===== src/rtl/rv_inst_encoder_loader_if.sv =====
// Field-bundle handshake and instruction-memory write bus of the RV32I encoder/loader.
// The master drives instruction fields; the slave (encoder) drives ready and the write port.
interface rv_inst_encoder_loader_if #(
  parameter int ADDR_W = 8
);
  logic              in_valid;
  logic              in_ready;
  logic [6:0]        in_opcode;
  logic [4:0]        in_rd;
  logic [4:0]        in_rs1;
  logic [4:0]        in_rs2;
  logic [2:0]        in_func3;
  logic              in_func7b;
  logic [31:0]       in_imm;
  logic              in_last;
  logic              mem_we;
  logic [ADDR_W-1:0] mem_addr;
  logic [31:0]       mem_wdata;

  modport master (
    output in_valid, in_opcode, in_rd, in_rs1, in_rs2, in_func3, in_func7b, in_imm, in_last,
    input  in_ready, mem_we, mem_addr, mem_wdata
  );

  modport slave (
    input  in_valid, in_opcode, in_rd, in_rs1, in_rs2, in_func3, in_func7b, in_imm, in_last,
    output in_ready, mem_we, mem_addr, mem_wdata
  );
endinterface


===== src/rtl/rv_inst_encoder_loader.sv =====
// Packs RV32I instruction fields into 32-bit words and writes them consecutively
// into instruction memory, one word per two cycles, starting at BASE_ADDR each session.
module rv_inst_encoder_loader #(
  parameter int ADDR_W    = 8,
  parameter int BASE_ADDR = 0,
  parameter int DEPTH     = 256
) (
  input  logic                  clk,
  input  logic                  rst_n,
  input  logic                  start,
  rv_inst_encoder_loader_if.slave bus,
  output logic                  busy,
  output logic                  done,
  output logic                  err,
  output logic [ADDR_W:0]       count
);

  localparam logic [ADDR_W-1:0] BASE_C  = ADDR_W'(BASE_ADDR);
  localparam logic [ADDR_W:0]   DEPTH_C = (ADDR_W + 1)'(DEPTH);

  typedef enum logic [2:0] {IDLE, ACCEPT, WRITE, DONE, ERROR} state_t;

  state_t            state_reg, state_next;
  logic [ADDR_W:0]   count_reg;
  logic [ADDR_W-1:0] addr_reg;
  logic [31:0]       wdata_reg;
  logic              last_reg;

  logic [31:0]       enc_word;
  logic              enc_bad;
  logic              handshake;
  logic [ADDR_W:0]   count_inc;

  assign count_inc = count_reg + 1'b1;
  assign handshake = (state_reg == ACCEPT) && bus.in_valid && !start;

  always_comb begin
    enc_word = 32'd0;
    enc_bad  = 1'b0;
    case (bus.in_opcode)
      7'b0110011: enc_word = {1'b0, bus.in_func7b, 5'b00000, bus.in_rs2, bus.in_rs1,
                              bus.in_func3, bus.in_rd, bus.in_opcode};
      7'b0010011: begin
        // Shifts reuse the imm[11:5] slot for the arithmetic/logical selector bit.
        if (bus.in_func3 == 3'b001 || bus.in_func3 == 3'b101)
          enc_word = {1'b0, bus.in_func7b, 5'b00000, bus.in_imm[4:0], bus.in_rs1,
                      bus.in_func3, bus.in_rd, bus.in_opcode};
        else
          enc_word = {bus.in_imm[11:0], bus.in_rs1, bus.in_func3, bus.in_rd, bus.in_opcode};
      end
      7'b0000011, 7'b1100111:
        enc_word = {bus.in_imm[11:0], bus.in_rs1, bus.in_func3, bus.in_rd, bus.in_opcode};
      7'b0100011:
        enc_word = {bus.in_imm[11:5], bus.in_rs2, bus.in_rs1, bus.in_func3,
                    bus.in_imm[4:0], bus.in_opcode};
      7'b1100011: begin
        enc_word = {bus.in_imm[12], bus.in_imm[10:5], bus.in_rs2, bus.in_rs1, bus.in_func3,
                    bus.in_imm[4:1], bus.in_imm[11], bus.in_opcode};
        enc_bad  = bus.in_imm[0];
      end
      7'b0110111, 7'b0010111:
        enc_word = {bus.in_imm[31:12], bus.in_rd, bus.in_opcode};
      7'b1101111: begin
        enc_word = {bus.in_imm[20], bus.in_imm[10:1], bus.in_imm[11], bus.in_imm[19:12],
                    bus.in_rd, bus.in_opcode};
        enc_bad  = bus.in_imm[0];
      end
      default: enc_bad = 1'b1;
    endcase
  end

  always_comb begin
    state_next = state_reg;
    if (start) begin
      state_next = ACCEPT;
    end else begin
      case (state_reg)
        ACCEPT: if (bus.in_valid) state_next = enc_bad ? ERROR : WRITE;
        WRITE: begin
          if (last_reg)                    state_next = DONE;
          else if (count_inc == DEPTH_C)   state_next = ERROR;
          else                             state_next = ACCEPT;
        end
        default: state_next = state_reg;
      endcase
    end
  end

  always_ff @(posedge clk or negedge rst_n) begin
    if (!rst_n) state_reg <= IDLE;
    else        state_reg <= state_next;
  end

  // The write address is the implicit pointer BASE_ADDR + count, captured at the handshake.
  always_ff @(posedge clk or negedge rst_n) begin
    if (!rst_n) begin
      count_reg <= '0;
      addr_reg  <= '0;
      wdata_reg <= '0;
      last_reg  <= 1'b0;
    end else if (start) begin
      count_reg <= '0;
    end else if (handshake && !enc_bad) begin
      addr_reg  <= BASE_C + count_reg[ADDR_W-1:0];
      wdata_reg <= enc_word;
      last_reg  <= bus.in_last;
    end else if (state_reg == WRITE) begin
      count_reg <= count_inc;
    end
  end

  always_comb begin
    bus.in_ready  = (state_reg == ACCEPT);
    bus.mem_we    = (state_reg == WRITE) && !start;
    bus.mem_addr  = addr_reg;
    bus.mem_wdata = wdata_reg;
    busy          = (state_reg == ACCEPT) || (state_reg == WRITE);
    done          = (state_reg == DONE);
    err           = (state_reg == ERROR);
    count         = count_reg;
  end

endmodule

===== src/flat_wrapper.sv =====
// flat-port wrapper written by rule: the top's interface ports become plain ports
module rv_inst_encoder_loader_flat 
#(
  parameter int ADDR_W    = 8,
  parameter int BASE_ADDR = 0,
  parameter int DEPTH     = 256
)
  (clk, rst_n, start, busy, done, err, count, bus_in_valid, bus_in_opcode, bus_in_rd, bus_in_rs1, bus_in_rs2, bus_in_func3, bus_in_func7b, bus_in_imm, bus_in_last, bus_in_ready, bus_mem_we, bus_mem_addr, bus_mem_wdata);
  rv_inst_encoder_loader_if #(.ADDR_W(ADDR_W)) bus_i ();
  input  logic clk;
  input  logic rst_n;
  input  logic start;
  output logic busy;
  output logic done;
  output logic err;
  output logic [ADDR_W:0] count;
  input wire logic [$bits(bus_i.in_valid)-1:0] bus_in_valid;
  input wire logic [$bits(bus_i.in_opcode)-1:0] bus_in_opcode;
  input wire logic [$bits(bus_i.in_rd)-1:0] bus_in_rd;
  input wire logic [$bits(bus_i.in_rs1)-1:0] bus_in_rs1;
  input wire logic [$bits(bus_i.in_rs2)-1:0] bus_in_rs2;
  input wire logic [$bits(bus_i.in_func3)-1:0] bus_in_func3;
  input wire logic [$bits(bus_i.in_func7b)-1:0] bus_in_func7b;
  input wire logic [$bits(bus_i.in_imm)-1:0] bus_in_imm;
  input wire logic [$bits(bus_i.in_last)-1:0] bus_in_last;
  output wire logic [$bits(bus_i.in_ready)-1:0] bus_in_ready;
  output wire logic [$bits(bus_i.mem_we)-1:0] bus_mem_we;
  output wire logic [$bits(bus_i.mem_addr)-1:0] bus_mem_addr;
  output wire logic [$bits(bus_i.mem_wdata)-1:0] bus_mem_wdata;
  assign bus_i.in_valid = bus_in_valid;
  assign bus_i.in_opcode = bus_in_opcode;
  assign bus_i.in_rd = bus_in_rd;
  assign bus_i.in_rs1 = bus_in_rs1;
  assign bus_i.in_rs2 = bus_in_rs2;
  assign bus_i.in_func3 = bus_in_func3;
  assign bus_i.in_func7b = bus_in_func7b;
  assign bus_i.in_imm = bus_in_imm;
  assign bus_i.in_last = bus_in_last;
  assign bus_in_ready = bus_i.in_ready;
  assign bus_mem_we = bus_i.mem_we;
  assign bus_mem_addr = bus_i.mem_addr;
  assign bus_mem_wdata = bus_i.mem_wdata;
  rv_inst_encoder_loader #(.ADDR_W(ADDR_W), .BASE_ADDR(BASE_ADDR), .DEPTH(DEPTH)) u_core (.clk(clk), .rst_n(rst_n), .start(start), .bus(bus_i), .busy(busy), .done(done), .err(err), .count(count));
endmodule

===== config.mk =====
export PLATFORM = sky130hd
export DESIGN_NAME = rv_inst_encoder_loader_flat
export DESIGN_NICKNAME = d
export VERILOG_FILES = /design/src/rtl/rv_inst_encoder_loader_if.sv /design/src/rtl/rv_inst_encoder_loader.sv /design/src/flat_wrapper.sv
export SDC_FILE = /design/constraint.sdc
export NUM_CORES = 1
export LEC_CHECK = 0
export ABC_CLOCK_PERIOD_IN_PS = 1900
export CAP_MARGIN = 20
export CORE_UTILIZATION = 39
export CTS_CLUSTER_DIAMETER = 200
export DETAILED_ROUTE_END_ITERATION = 12
export GPL_TIMING_DRIVEN = 0
export HOLD_SLACK_MARGIN = 0.05
export PLACE_DENSITY = 0.77
export SYNTH_ARGS = -nofsm -noshare
export SYNTH_HDL_FRONTEND = slang
export SYNTH_SLANG_ARGS = --single-unit

===== constraint.sdc =====
create_clock -name clk -period 1.9 [get_ports clk]
set_clock_uncertainty 0.15 [all_clocks]
set_input_delay 0.285 -clock clk [delete_from_list [all_inputs] [get_ports clk]]
set_output_delay 0.285 -clock clk [all_outputs]
set_load 0.05 [all_outputs]

==> run metrics <==
initial antenna violation count=0; Die Area=7430 um2; DRT Wirelength=8320 um; Max Clk Rate=0.527 GHz; synthesis-to-layout area growth=62.1%; H-tree Lvls=2; max_slew headroom=64.8%; Clock Path Buffers=2; Starting Density=40.5%; input/output buffers=114; max-slew violations=0; Syn Inst Count=279; Setup TNS Final=0 ns; Routability Congestion=0.890; Largest register FFs=32; Final Hold Fails=0; die span in x=86.2 um; largest net degree at the start of global routing=39; WS Path Type=flop to flop; CTS sink cnt=53; GRT Resource Usage Total=23.0%; CTS tree=yes; vias in the first global route=2749; drt drc=0; YS warnings=0; Worst Path Required=1.94 ns; Detail Placement HPWL=5920 um; Rows=30; Async S/R FF share, synth=100%; Post-Syn Area=2770 um2; maximum net fanout on the critical path=7; commonest non-fill, non-tap cell in the layout=clkdlybuf4s50_1; main flop type after synthesis=dfrtp_1; CTS Root Cell=clkbuf_8; Avg Cell Area, Syn=9.92 um2; # setup viols final=0; Top-Level Pins=117; RSZ-0062 raised after global routing=true; die height=86.2 um; CP arrival=1.94 ns; share of the clock period used by the worst path=99.8%; CP startpoint kind=flop; post-synthesis cell type count=55; post-synthesis sequential area ratio=47.9%; Leak=2.18 nW; Vias/cell=5.36; worst vdd ir=0.314 mV; max-cap violations=0; outcome=completed; GRT overflow=0; worst-skew pair later-pin latency=0.31 ns; HP Class=input pin to flop; first-pass GRT wire length=13600 um; number of synthesized flops with an enable pin=0; commonest cells after routing, fill and taps aside=clkdlybuf4s50_1 (53), dlygate4sd2_1 (49), dfrtp_1 (44), nand2_1 (38), buf_4 (27); final worst setup slack=0.00297 ns; share of cells above drive strength 1=22.5%; drt wl/cell=15.9 um; Slew @ Worst Pin=0.530 ns; count of state elements after synthesis=53; vias=2803; Routed Antenna Nets=0; cts bufs inserted=5; Post-Syn Nets=343; area of the core=6830 um2; Final Critical Period=1.90 ns; Final nets=490; pre-CTS setup slack=-1.01 ns; n_diodes=0; first drt pass iteration count=5; CP Capture Type=flop; P per Cell Area=558 nW/um2; CTS clock-pin slew for the worst setup and hold paths=0.10 ns; DRT iter0 DRCs=146
==> cell usage after synthesis (all sizes together) (4+ instances only) <==
master	count	share of area, %
a22oi	18	4.9
and3	5	1.1
nand2	40	5.4
a222oi	4	1.4
dfrtp	53	48
nand3	5	0.90
a21oi	7	1.3
mux2	11	5.8
buf	6	1.4
nor3	5	0.90
nor2	17	2.3
o21ai	35	6.3
xor2	6	1.9
clkbuf	11	1.5
nand2b	6	1.4
==> kinds of logic (layout without fill, tap and decap cells) <==
group,after synthesis,count (layout),synth area share (%)
xor gates and xnor gates,8,8,2.53
adders and majority gates,1,1,0.452
AOI/OAI and AO/OA,84,84,21.0
muxes,12,12,6.20
DFF,53,53,47.9
and+or+nand+nor,103,103,18.8
buffers and inverters,18,166,3.08
==> metal layers <==
| layer | global-route usage [%] | wire length, um | up-vias |
|---|---|---|---|
| met5 | 0 | 0 | - |
| met4 | 4.70 | 117 | 0 |
| met3 | 5.62 | 497 | 12 |
| met2 | 39.0 | 4310 | 101 |
| met1 | 29.9 | 3400 | 1371 |
| li1 | - | - | 1319 |
==> worst paths after layout <==
path	slack [ns]	cells after the start	endpoint	start
max	0.003	6	u_core.bus.mem_addr[1]$_DFFE_PN0P_	u_core.state_reg[1]$_DFFE_PN0P_
min	0.21	2	u_core.state_reg[1]$_DFFE_PN0P_	start
max reg2reg	0.003	6	u_core.bus.mem_addr[1]$_DFFE_PN0P_	u_core.state_reg[1]$_DFFE_PN0P_
min reg2reg	0.32	1	u_core.bus.mem_wdata[0]$_DFFE_PN0P_	u_core.bus.mem_wdata[0]$_DFFE_PN0P_
max in group asynchronous	0.75	3	u_core.count[1]$_DFFE_PN0P_	rst_n
min in group asynchronous	0.28	2	u_core.bus.mem_addr[3]$_DFFE_PN0P_	rst_n
==> power breakdown <==
group	switching [mW]	internal (mW)	total, mW
Combinational	0.340	0.281	0.620
Clock	0.383	0.297	0.680
Sequential	0.0330	1.17	1.20
Total	0.756	1.75	2.50
==> worst max-delay path, stage by stage (launching register included) <==
cell,delay (ns)
dfrtp_2,0.47
nand3b_1,0.24
nor3_2,0.21
o211ai_4,0.14
buf_12,0.16
buf_8,0.13
mux2_4,0.29
==> timing repair <==
action / in CTS / in global routing
gates resized for setup: 99 / 44
setup buffers: 11 / 14
endpoints found under the setup margin: 95 / 49
hold buffers: 1 / 0
cloned: 1 / 0
endpoints found under the hold margin: 15 / 0
pin swaps: 5 / 2
==> final cells by class <==
class,count,area [um2]
Multi-Input combinational cell,208,1470
Inverter,1,3.75
Tap cell,96,120
Fill cell,586,2350
Clock inverter,2,13.8
Timing Repair Buffer,142,1350
Clock buffer,6,82.6
Sequential cell,53,1340
Buffer,15,116
==> per-stage QoR <==
step	utilization (%)	hold WS (ns)	power [mW]	cells	instance area [um2]
after floorplan	-	-0.161	1.51	279	2810
after global placement	59.6	0.308	1.78	489	4070
after detailed placement	59.8	0.0911	1.79	490	4090
after CTS	63.4	0.294	2.48	510	4330
after global routing	65.7	0.236	2.62	523	4490
final	65.7	0.206	2.50	523	4490
Power figures use the tool's default switching activity.
